===== src/rtl/hazard_ctrl_if.sv =====
// Pipeline hazard status and stage-register control bundle between the
// datapath (master) and the hazard sequencing controller (slave).
interface hazard_ctrl_if #(
    parameter int unsigned CNT_W = 32
);
    logic [4:0]       ifid_RS1;
    logic [4:0]       ifid_RS2;
    logic             ifid_use_rs1;
    logic             ifid_use_rs2;
    logic [4:0]       idex_rd;
    logic             idex_MemRead;
    logic             ex_mispredict;
    logic             ex_mc_op;
    logic             mc_done;
    logic             mem_req;
    logic             mem_ready;

    logic             pc_en;
    logic             pc_sel;
    logic             ifid_en;
    logic             ifid_flush;
    logic             idex_en;
    logic             idex_flush;
    logic             exmem_en;
    logic             exmem_flush;
    logic             memwb_flush;
    logic             mc_start;
    logic             mem_timeout;
    logic [CNT_W-1:0] stall_cnt;
    logic [CNT_W-1:0] flush_cnt;

    modport master (
        output ifid_RS1, ifid_RS2, ifid_use_rs1, ifid_use_rs2, idex_rd,
               idex_MemRead, ex_mispredict, ex_mc_op, mc_done, mem_req,
               mem_ready,
        input  pc_en, pc_sel, ifid_en, ifid_flush, idex_en, idex_flush,
               exmem_en, exmem_flush, memwb_flush, mc_start, mem_timeout,
               stall_cnt, flush_cnt
    );

    modport slave (
        input  ifid_RS1, ifid_RS2, ifid_use_rs1, ifid_use_rs2, idex_rd,
               idex_MemRead, ex_mispredict, ex_mc_op, mc_done, mem_req,
               mem_ready,
        output pc_en, pc_sel, ifid_en, ifid_flush, idex_en, idex_flush,
               exmem_en, exmem_flush, memwb_flush, mc_start, mem_timeout,
               stall_cnt, flush_cnt
    );
endinterface


===== src/rtl/hazard_ctrl.sv =====
// Hazard sequencing controller for the 5-stage RV32I pipeline: stalls, flushes,
// PC redirect select, multi-cycle/LSU wait handling and perf counters.
module hazard_ctrl #(
    parameter int unsigned CNT_W       = 32,
    parameter int unsigned MEM_TIMEOUT = 255
) (
    input  logic         i_clk,
    input  logic         i_reset,
    hazard_ctrl_if.slave hz
);
    localparam int unsigned WAIT_W = $clog2(MEM_TIMEOUT + 1);

    typedef enum logic [1:0] {RUN, MC_BUSY, MEM_WAIT} state_t;

    state_t            r_state;
    state_t            w_next;
    logic [WAIT_W-1:0] r_wait_cnt;
    logic              r_timeout;
    logic [CNT_W-1:0]  r_stall_cnt;
    logic [CNT_W-1:0]  r_flush_cnt;

    logic w_load_use;
    logic w_mem_stall;
    logic w_ex_eval;
    logic w_pc_en, w_pc_sel, w_ifid_en, w_ifid_flush, w_idex_en, w_idex_flush;
    logic w_exmem_en, w_exmem_flush, w_memwb_flush, w_mc_start;

    assign w_load_use  = hz.idex_MemRead && (hz.idex_rd != 5'd0) &&
                         ((hz.ifid_use_rs1 && (hz.idex_rd == hz.ifid_RS1)) ||
                          (hz.ifid_use_rs2 && (hz.idex_rd == hz.ifid_RS2)));
    assign w_mem_stall = hz.mem_req && !hz.mem_ready;

    always_ff @(posedge i_clk) begin
        if (i_reset) begin
            r_state <= RUN;
        end else begin
            r_state <= w_next;
        end
    end

    always_comb begin
        w_next = r_state;
        unique case (r_state)
            RUN: begin
                if (w_mem_stall) begin
                    w_next = MEM_WAIT;
                end else if (!hz.ex_mispredict && hz.ex_mc_op) begin
                    w_next = MC_BUSY;
                end
            end
            MC_BUSY: begin
                if (hz.mc_done) begin
                    w_next = RUN;
                end
            end
            MEM_WAIT: begin
                if (hz.mem_ready) begin
                    w_next = (!hz.ex_mispredict && hz.ex_mc_op) ? MC_BUSY : RUN;
                end
            end
            default: w_next = RUN;
        endcase
    end

    // RUN and the MEM_WAIT release cycle share one EX/ID priority evaluation.
    always_comb begin
        w_pc_en       = 1'b1;
        w_pc_sel      = 1'b0;
        w_ifid_en     = 1'b1;
        w_ifid_flush  = 1'b0;
        w_idex_en     = 1'b1;
        w_idex_flush  = 1'b0;
        w_exmem_en    = 1'b1;
        w_exmem_flush = 1'b0;
        w_memwb_flush = 1'b0;
        w_mc_start    = 1'b0;
        w_ex_eval     = 1'b0;
        if (!i_reset) begin
            unique case (r_state)
                RUN, MEM_WAIT: begin
                    if ((r_state == RUN) ? w_mem_stall : !hz.mem_ready) begin
                        w_pc_en       = 1'b0;
                        w_ifid_en     = 1'b0;
                        w_idex_en     = 1'b0;
                        w_exmem_en    = 1'b0;
                        w_memwb_flush = 1'b1;
                    end else begin
                        w_ex_eval = 1'b1;
                    end
                end
                MC_BUSY: begin
                    if (!hz.mc_done) begin
                        w_pc_en       = 1'b0;
                        w_ifid_en     = 1'b0;
                        w_idex_en     = 1'b0;
                        w_exmem_flush = 1'b1;
                    end
                end
                default: ;
            endcase
            if (w_ex_eval) begin
                if (hz.ex_mispredict) begin
                    w_pc_sel     = 1'b1;
                    w_ifid_flush = 1'b1;
                    w_idex_flush = 1'b1;
                end else if (hz.ex_mc_op) begin
                    w_mc_start    = 1'b1;
                    w_pc_en       = 1'b0;
                    w_ifid_en     = 1'b0;
                    w_idex_en     = 1'b0;
                    w_exmem_flush = 1'b1;
                end else if (w_load_use) begin
                    w_pc_en      = 1'b0;
                    w_ifid_en    = 1'b0;
                    w_idex_flush = 1'b1;
                end
            end
        end
    end

    always_ff @(posedge i_clk) begin
        if (i_reset) begin
            r_wait_cnt  <= '0;
            r_timeout   <= 1'b0;
            r_stall_cnt <= '0;
            r_flush_cnt <= '0;
        end else begin
            if (!w_pc_en && (r_stall_cnt != '1)) begin
                r_stall_cnt <= r_stall_cnt + 1'b1;
            end
            if (w_pc_sel && (r_flush_cnt != '1)) begin
                r_flush_cnt <= r_flush_cnt + 1'b1;
            end
            if ((r_state == MEM_WAIT) && !hz.mem_ready) begin
                if (r_wait_cnt != WAIT_W'(MEM_TIMEOUT)) begin
                    r_wait_cnt <= r_wait_cnt + 1'b1;
                end
                if (r_wait_cnt >= WAIT_W'(MEM_TIMEOUT - 1)) begin
                    r_timeout <= 1'b1;
                end
            end else begin
                r_wait_cnt <= '0;
            end
        end
    end

    assign hz.pc_en       = w_pc_en;
    assign hz.pc_sel      = w_pc_sel;
    assign hz.ifid_en     = w_ifid_en;
    assign hz.ifid_flush  = w_ifid_flush;
    assign hz.idex_en     = w_idex_en;
    assign hz.idex_flush  = w_idex_flush;
    assign hz.exmem_en    = w_exmem_en;
    assign hz.exmem_flush = w_exmem_flush;
    assign hz.memwb_flush = w_memwb_flush;
    assign hz.mc_start    = w_mc_start;
    assign hz.mem_timeout = r_timeout;
    assign hz.stall_cnt   = r_stall_cnt;
    assign hz.flush_cnt   = r_flush_cnt;
endmodule


===== src/flat_wrapper.sv =====
// flat-port wrapper written by rule: the top's interface ports become plain ports
module hazard_ctrl_flat 
#(
    parameter int unsigned CNT_W       = 32,
    parameter int unsigned MEM_TIMEOUT = 255
)
  (i_clk, i_reset, hz_ifid_RS1, hz_ifid_RS2, hz_ifid_use_rs1, hz_ifid_use_rs2, hz_idex_rd, hz_idex_MemRead, hz_ex_mispredict, hz_ex_mc_op, hz_mc_done, hz_mem_req, hz_mem_ready, hz_pc_en, hz_pc_sel, hz_ifid_en, hz_ifid_flush, hz_idex_en, hz_idex_flush, hz_exmem_en, hz_exmem_flush, hz_memwb_flush, hz_mc_start, hz_mem_timeout, hz_stall_cnt, hz_flush_cnt);
  hazard_ctrl_if #(.CNT_W(CNT_W)) hz_i ();
  input  logic i_clk;
  input  logic i_reset;
  input wire logic [$bits(hz_i.ifid_RS1)-1:0] hz_ifid_RS1;
  input wire logic [$bits(hz_i.ifid_RS2)-1:0] hz_ifid_RS2;
  input wire logic [$bits(hz_i.ifid_use_rs1)-1:0] hz_ifid_use_rs1;
  input wire logic [$bits(hz_i.ifid_use_rs2)-1:0] hz_ifid_use_rs2;
  input wire logic [$bits(hz_i.idex_rd)-1:0] hz_idex_rd;
  input wire logic [$bits(hz_i.idex_MemRead)-1:0] hz_idex_MemRead;
  input wire logic [$bits(hz_i.ex_mispredict)-1:0] hz_ex_mispredict;
  input wire logic [$bits(hz_i.ex_mc_op)-1:0] hz_ex_mc_op;
  input wire logic [$bits(hz_i.mc_done)-1:0] hz_mc_done;
  input wire logic [$bits(hz_i.mem_req)-1:0] hz_mem_req;
  input wire logic [$bits(hz_i.mem_ready)-1:0] hz_mem_ready;
  output wire logic [$bits(hz_i.pc_en)-1:0] hz_pc_en;
  output wire logic [$bits(hz_i.pc_sel)-1:0] hz_pc_sel;
  output wire logic [$bits(hz_i.ifid_en)-1:0] hz_ifid_en;
  output wire logic [$bits(hz_i.ifid_flush)-1:0] hz_ifid_flush;
  output wire logic [$bits(hz_i.idex_en)-1:0] hz_idex_en;
  output wire logic [$bits(hz_i.idex_flush)-1:0] hz_idex_flush;
  output wire logic [$bits(hz_i.exmem_en)-1:0] hz_exmem_en;
  output wire logic [$bits(hz_i.exmem_flush)-1:0] hz_exmem_flush;
  output wire logic [$bits(hz_i.memwb_flush)-1:0] hz_memwb_flush;
  output wire logic [$bits(hz_i.mc_start)-1:0] hz_mc_start;
  output wire logic [$bits(hz_i.mem_timeout)-1:0] hz_mem_timeout;
  output wire logic [$bits(hz_i.stall_cnt)-1:0] hz_stall_cnt;
  output wire logic [$bits(hz_i.flush_cnt)-1:0] hz_flush_cnt;
  assign hz_i.ifid_RS1 = hz_ifid_RS1;
  assign hz_i.ifid_RS2 = hz_ifid_RS2;
  assign hz_i.ifid_use_rs1 = hz_ifid_use_rs1;
  assign hz_i.ifid_use_rs2 = hz_ifid_use_rs2;
  assign hz_i.idex_rd = hz_idex_rd;
  assign hz_i.idex_MemRead = hz_idex_MemRead;
  assign hz_i.ex_mispredict = hz_ex_mispredict;
  assign hz_i.ex_mc_op = hz_ex_mc_op;
  assign hz_i.mc_done = hz_mc_done;
  assign hz_i.mem_req = hz_mem_req;
  assign hz_i.mem_ready = hz_mem_ready;
  assign hz_pc_en = hz_i.pc_en;
  assign hz_pc_sel = hz_i.pc_sel;
  assign hz_ifid_en = hz_i.ifid_en;
  assign hz_ifid_flush = hz_i.ifid_flush;
  assign hz_idex_en = hz_i.idex_en;
  assign hz_idex_flush = hz_i.idex_flush;
  assign hz_exmem_en = hz_i.exmem_en;
  assign hz_exmem_flush = hz_i.exmem_flush;
  assign hz_memwb_flush = hz_i.memwb_flush;
  assign hz_mc_start = hz_i.mc_start;
  assign hz_mem_timeout = hz_i.mem_timeout;
  assign hz_stall_cnt = hz_i.stall_cnt;
  assign hz_flush_cnt = hz_i.flush_cnt;
  hazard_ctrl #(.CNT_W(CNT_W), .MEM_TIMEOUT(MEM_TIMEOUT)) u_core (.i_clk(i_clk), .i_reset(i_reset), .hz(hz_i));
endmodule

===== config.mk =====
export PLATFORM = sky130hd
export DESIGN_NAME = hazard_ctrl_flat
export DESIGN_NICKNAME = d
export VERILOG_FILES = /design/src/rtl/hazard_ctrl_if.sv /design/src/rtl/hazard_ctrl.sv /design/src/flat_wrapper.sv
export SDC_FILE = /design/constraint.sdc
export NUM_CORES = 1
export LEC_CHECK = 0
export CAP_MARGIN = 10
export CELL_PAD_IN_SITES_DETAIL_PLACEMENT = 0
export CELL_PAD_IN_SITES_GLOBAL_PLACEMENT = 1
export CORE_ASPECT_RATIO = 0.7
export CORE_MARGIN = 5
export CORE_UTILIZATION = 35
export DETAILED_ROUTE_END_ITERATION = 8
export GPL_TIMING_DRIVEN = 0
export PLACE_DENSITY = 0.85
export SLEW_MARGIN = 20
export SYNTH_ARGS = -nofsm -noshare
export SYNTH_HDL_FRONTEND = slang
export SYNTH_SLANG_ARGS = --single-unit

===== constraint.sdc =====
create_clock -name i_clk -period 4.4 [get_ports i_clk]
set_input_delay 0.88 -clock i_clk [delete_from_list [all_inputs] [get_ports i_clk]]
set_output_delay 0.88 -clock i_clk [all_outputs]
set_load 0.05 [all_outputs]

==> impl_metrics.json <==
{
  "outcome": "completed",
  "rsz0062_at_grt": "false",
  "worstSetupEndpointType": "primary output",
  "drive_above_1_share_pct": 7.32,
  "final_common_cell": "sky130_fd_sc_hd__clkdlybuf4s50_1",
  "dpl_worst_slack_ns": -0.0591,
  "maxCapViolCount": 0,
  "power_share_of_the_combinational_group_pct": 8.3,
  "power_frac_clock_pct": 48.2,
  "max_freq_mhz": 239,
  "layout_common_cells": "sky130_fd_sc_hd__clkdlybuf4s50_1, sky130_fd_sc_hd__nor2_1, sky130_fd_sc_hd__dfxtp_1, sky130_fd_sc_hd__xor2_1, sky130_fd_sc_hd__nand2_1",
  "register_area_sq_mm": 0.00150,
  "number_of_global_route_vias_before_repair": 3336,
  "first_iter_violations": 179,
  "fillers": 1003,
  "arrival_ns": 3.30,
  "share_seq_of_total_power_pct": 43.5,
  "synthMuxAreaShare_pct": 1.40,
  "number_of_antenna_violations_at_the_first_check_in_global_routing": 0,
  "synthDistinctLibCells": 55,
  "remaining_drc_errors": 0,
  "hold_viol_final": 0,
  "numCtsBuffers": 9,
  "placed_cells": 677,
  "number_of_buffers_added_on_ports": 99,
  "stdcell_count": 692,
  "floorplan.core_area_sq_mm": 0.0104,
  "largest_family_of_logic_cells_by_synthesized_area": "simple AND/OR/NAND/NOR gates",
  "synth.yosys.seq_area_share_pct": 39.9,
  "final_min_period_over_clock_period_pct": 95.0,
  "postSynthCellCount": 446,
  "wire_length_of_the_first_global_routing_pass_mm": 16.8,
  "finalCoreUtilization_pct": 50.1,
  "power_leakage_nw": 1.77,
  "horiz_die_dim_um": 134,
  "num_vias": 3537,
  "final.setup.worst_slack_ns": 0.218,
  "drt-pass1-iter-count": 4,
  "tightest_hold_margin_ns": 0.470,
  "clock_tree.buffer_depth": 2,
  "slew_violations": 0,
  "drt_wl_total_mm": 10.1,
  "gr-usage-all-layers_pct": 15.6,
  "power.density_mw_per_mm2": 302,
  "detail-route-antenna-nets": 0,
  "syn_nets": 475,
  "syn-cell-area_sq_mm": 0.00376,
  "synth_compound_area_share_pct": 8.05,
  "path_clk_slew_ns": 0.05,
  "stdcell_area_sq_mm": 0.00523,
  "placed_area_sq_mm": 0.00492,
  "maximum_level_of_the_cts_h_tree": 3,
  "max_slew.worst_pin.slew_ns": 0.558,
  "final.min_clock_period_ns": 4.18,
  "cts_tree": "yes",
  "yosysWarningCount": 0,
  "avgViaCountPerCell": 5.11,
  "internal_power_mw": 1.24,
  "area_delta_synth_final_pct": 39.1,
  "crit_path_category": "input port to primary output",
  "report.final.setup_viol": 0,
  "timing.max_slew.rel_slack_pct": 62.7,
  "grt_max_degree": 12,
  "insertion_delay_ns": 0.33,
  "maximum_ir_drop_on_the_vdd_rail_v": 0.000202,
  "r2r_slack_ns": 2.14,
  "worst_clock_skew_ns": 0.00547,
  "multiInputGateArea_sq_mm": 0.00212,
  "num_rows": 31,
  "cts.sinks": 75,
  "startpoint_type": "input port",
  "detail_route.wl_per_cell_um": 14.6,
  "synthAdderAreaFrac_pct": 1.33,
  "synth_simple_gate_area_share_pct": 31.7,
  "die_y_um": 96.7,
  "gr-total-overflow": 0,
  "holdCritPathClass": "register to register",
  "synthXorXnorAreaFrac_pct": 14.0,
  "final_antenna_diode_count": 0,
  "floorplan.io_pins": 100,
  "p_sw_share_pct": 21.8,
  "crit_fanout": 8,
  "start_util_pct": 36.0,
  "root_buffer": "sky130_fd_sc_hd__clkbuf_16",
  "postSynthAreaPerCell_sq_um": 8.43,
  "fp.dieArea_sq_mm": 0.0130,
  "count_of_state_elements_after_synthesis": 75,
  "place.gp.congestion": 0.839,
  "netSwitchingPower_mw": 0.345,
  "design.final.nets": 585,
  "detailed_place_hpwl_mm": 7.67,
  "postCtsSetupBuffers": 0,
  "worst_ep_required_time_ns": 3.52
}
## worst max-delay path: stages
cell                              delay, ns
sky130_fd_sc_hd__clkdlybuf4s50_1       0.60
sky130_fd_sc_hd__nor2_1                0.30
sky130_fd_sc_hd__nand2_1               0.16
sky130_fd_sc_hd__nor3b_1               0.36
sky130_fd_sc_hd__o21bai_1              0.17
sky130_fd_sc_hd__clkdlybuf4s50_1       0.82
## registers in the layout, indices dropped and copies added, names as in the netlist
signal / count
u_core.r_wait_cnt: 8
u_core.hz.mem_timeout: 1
u_core.hz.stall_cnt: 32
u_core.r_state: 2
u_core.hz.flush_cnt: 32
## per-layer routing
metal,vias up,part of all wire [%],GRT usage (%),wire (um)
met5,-,0,0,0
met2,102,42,22.7,4250
li1,1772,-,-,-
met1,1651,50,21.8,5020
met3,12,6.6,4.98,663
met4,0,1.6,5.14,159
## worst paths after layout
kind,from,endpoint,cells after the start
hold / removal,u_core.hz.mem_timeout,u_core.hz.mem_timeout,2
setup reg to reg,u_core.r_state[1],u_core.hz.stall_cnt[14],7
setup / recovery,i_reset,hz_exmem_flush,6
hold reg to reg,u_core.hz.mem_timeout,u_core.hz.mem_timeout,2
## final cells by class
type | instances | share of cell area [%]
inverters | 13 | 0.933
plain buffers | 15 | 1.65
multi-input cells | 343 | 40.6
clock inverters | 1 | 0.574
clock buffers | 14 | 5.43
flip-flops and latches | 75 | 28.7
well taps | 132 | 3.16
repair buffers | 99 | 19.0
## through the flow
stage	TNS, ns	total power, mW
2_1_floorplan	0	0.777
6_report	0	1.58
3_5_place_dp	-0.0591	0.834
5_1_grt	0	1.64
4_1_cts	0	1.61
3_3_place_gp	-0.0431	0.833
## cell usage after synthesis (all sizes together)
master / instances / area (sq um)
a211o: 1 / 8.76
a211oi: 2 / 15.0
a21boi: 1 / 7.51
a21o: 2 / 22.5
a21oi: 18 / 90.1
a221oi: 1 / 8.76
a31o: 1 / 8.76
a31oi: 2 / 12.5
and2: 4 / 27.5
and3: 13 / 81.3
and4: 6 / 55.1
and4bb: 1 / 12.5
buf: 8 / 60.1
clkbuf: 7 / 26.3
dfxtp: 75 / 1500
ha: 4 / 50.1
inv: 13 / 48.8
mux2: 2 / 22.5
mux2i: 3 / 30.0
nand2: 32 / 120
nand2b: 4 / 32.5
nand3: 28 / 168
nand4: 28 / 175
nand4b: 1 / 8.76
nor2: 76 / 293
nor2b: 3 / 18.8
nor3: 12 / 70.1
nor3b: 1 / 7.51
nor4: 3 / 31.3
o211ai: 1 / 7.51
o21a: 1 / 7.51
o21ai: 10 / 53.8
o21bai: 3 / 22.5
o22ai: 1 / 6.26
o31ai: 3 / 22.5
o32ai: 1 / 8.76
or2: 2 / 12.5
or3: 8 / 50.1
or4: 4 / 30.0
xnor2: 24 / 210
xor2: 36 / 315
## power by group through the flow
stage / Sequential [mW] / Combinational [mW] / Clock, mW
6_report: 0.688 / 0.130 / 0.762
5_1_grt: 0.688 / 0.139 / 0.812
4_1_cts: 0.688 / 0.132 / 0.786
3_5_place_dp: 0.703 / 0.132 / 0
3_3_place_gp: 0.702 / 0.130 / 0
2_1_floorplan: 0.711 / 0.0666 / 0
## what timing repair did
action,4_1_cts,5_1_grt
hold buffers,0,0
gates cloned,0,0
setup endpoints to repair,1,1
resized for setup,1,1
## cells by family after synthesis
logic type	count (synthesis)
simple gates	226
flops	75
xor+xnor	60
compound gates	48
buf+inv	28
mux	5
fa+ha+maj	4
(Power assumes the default switching activity.)
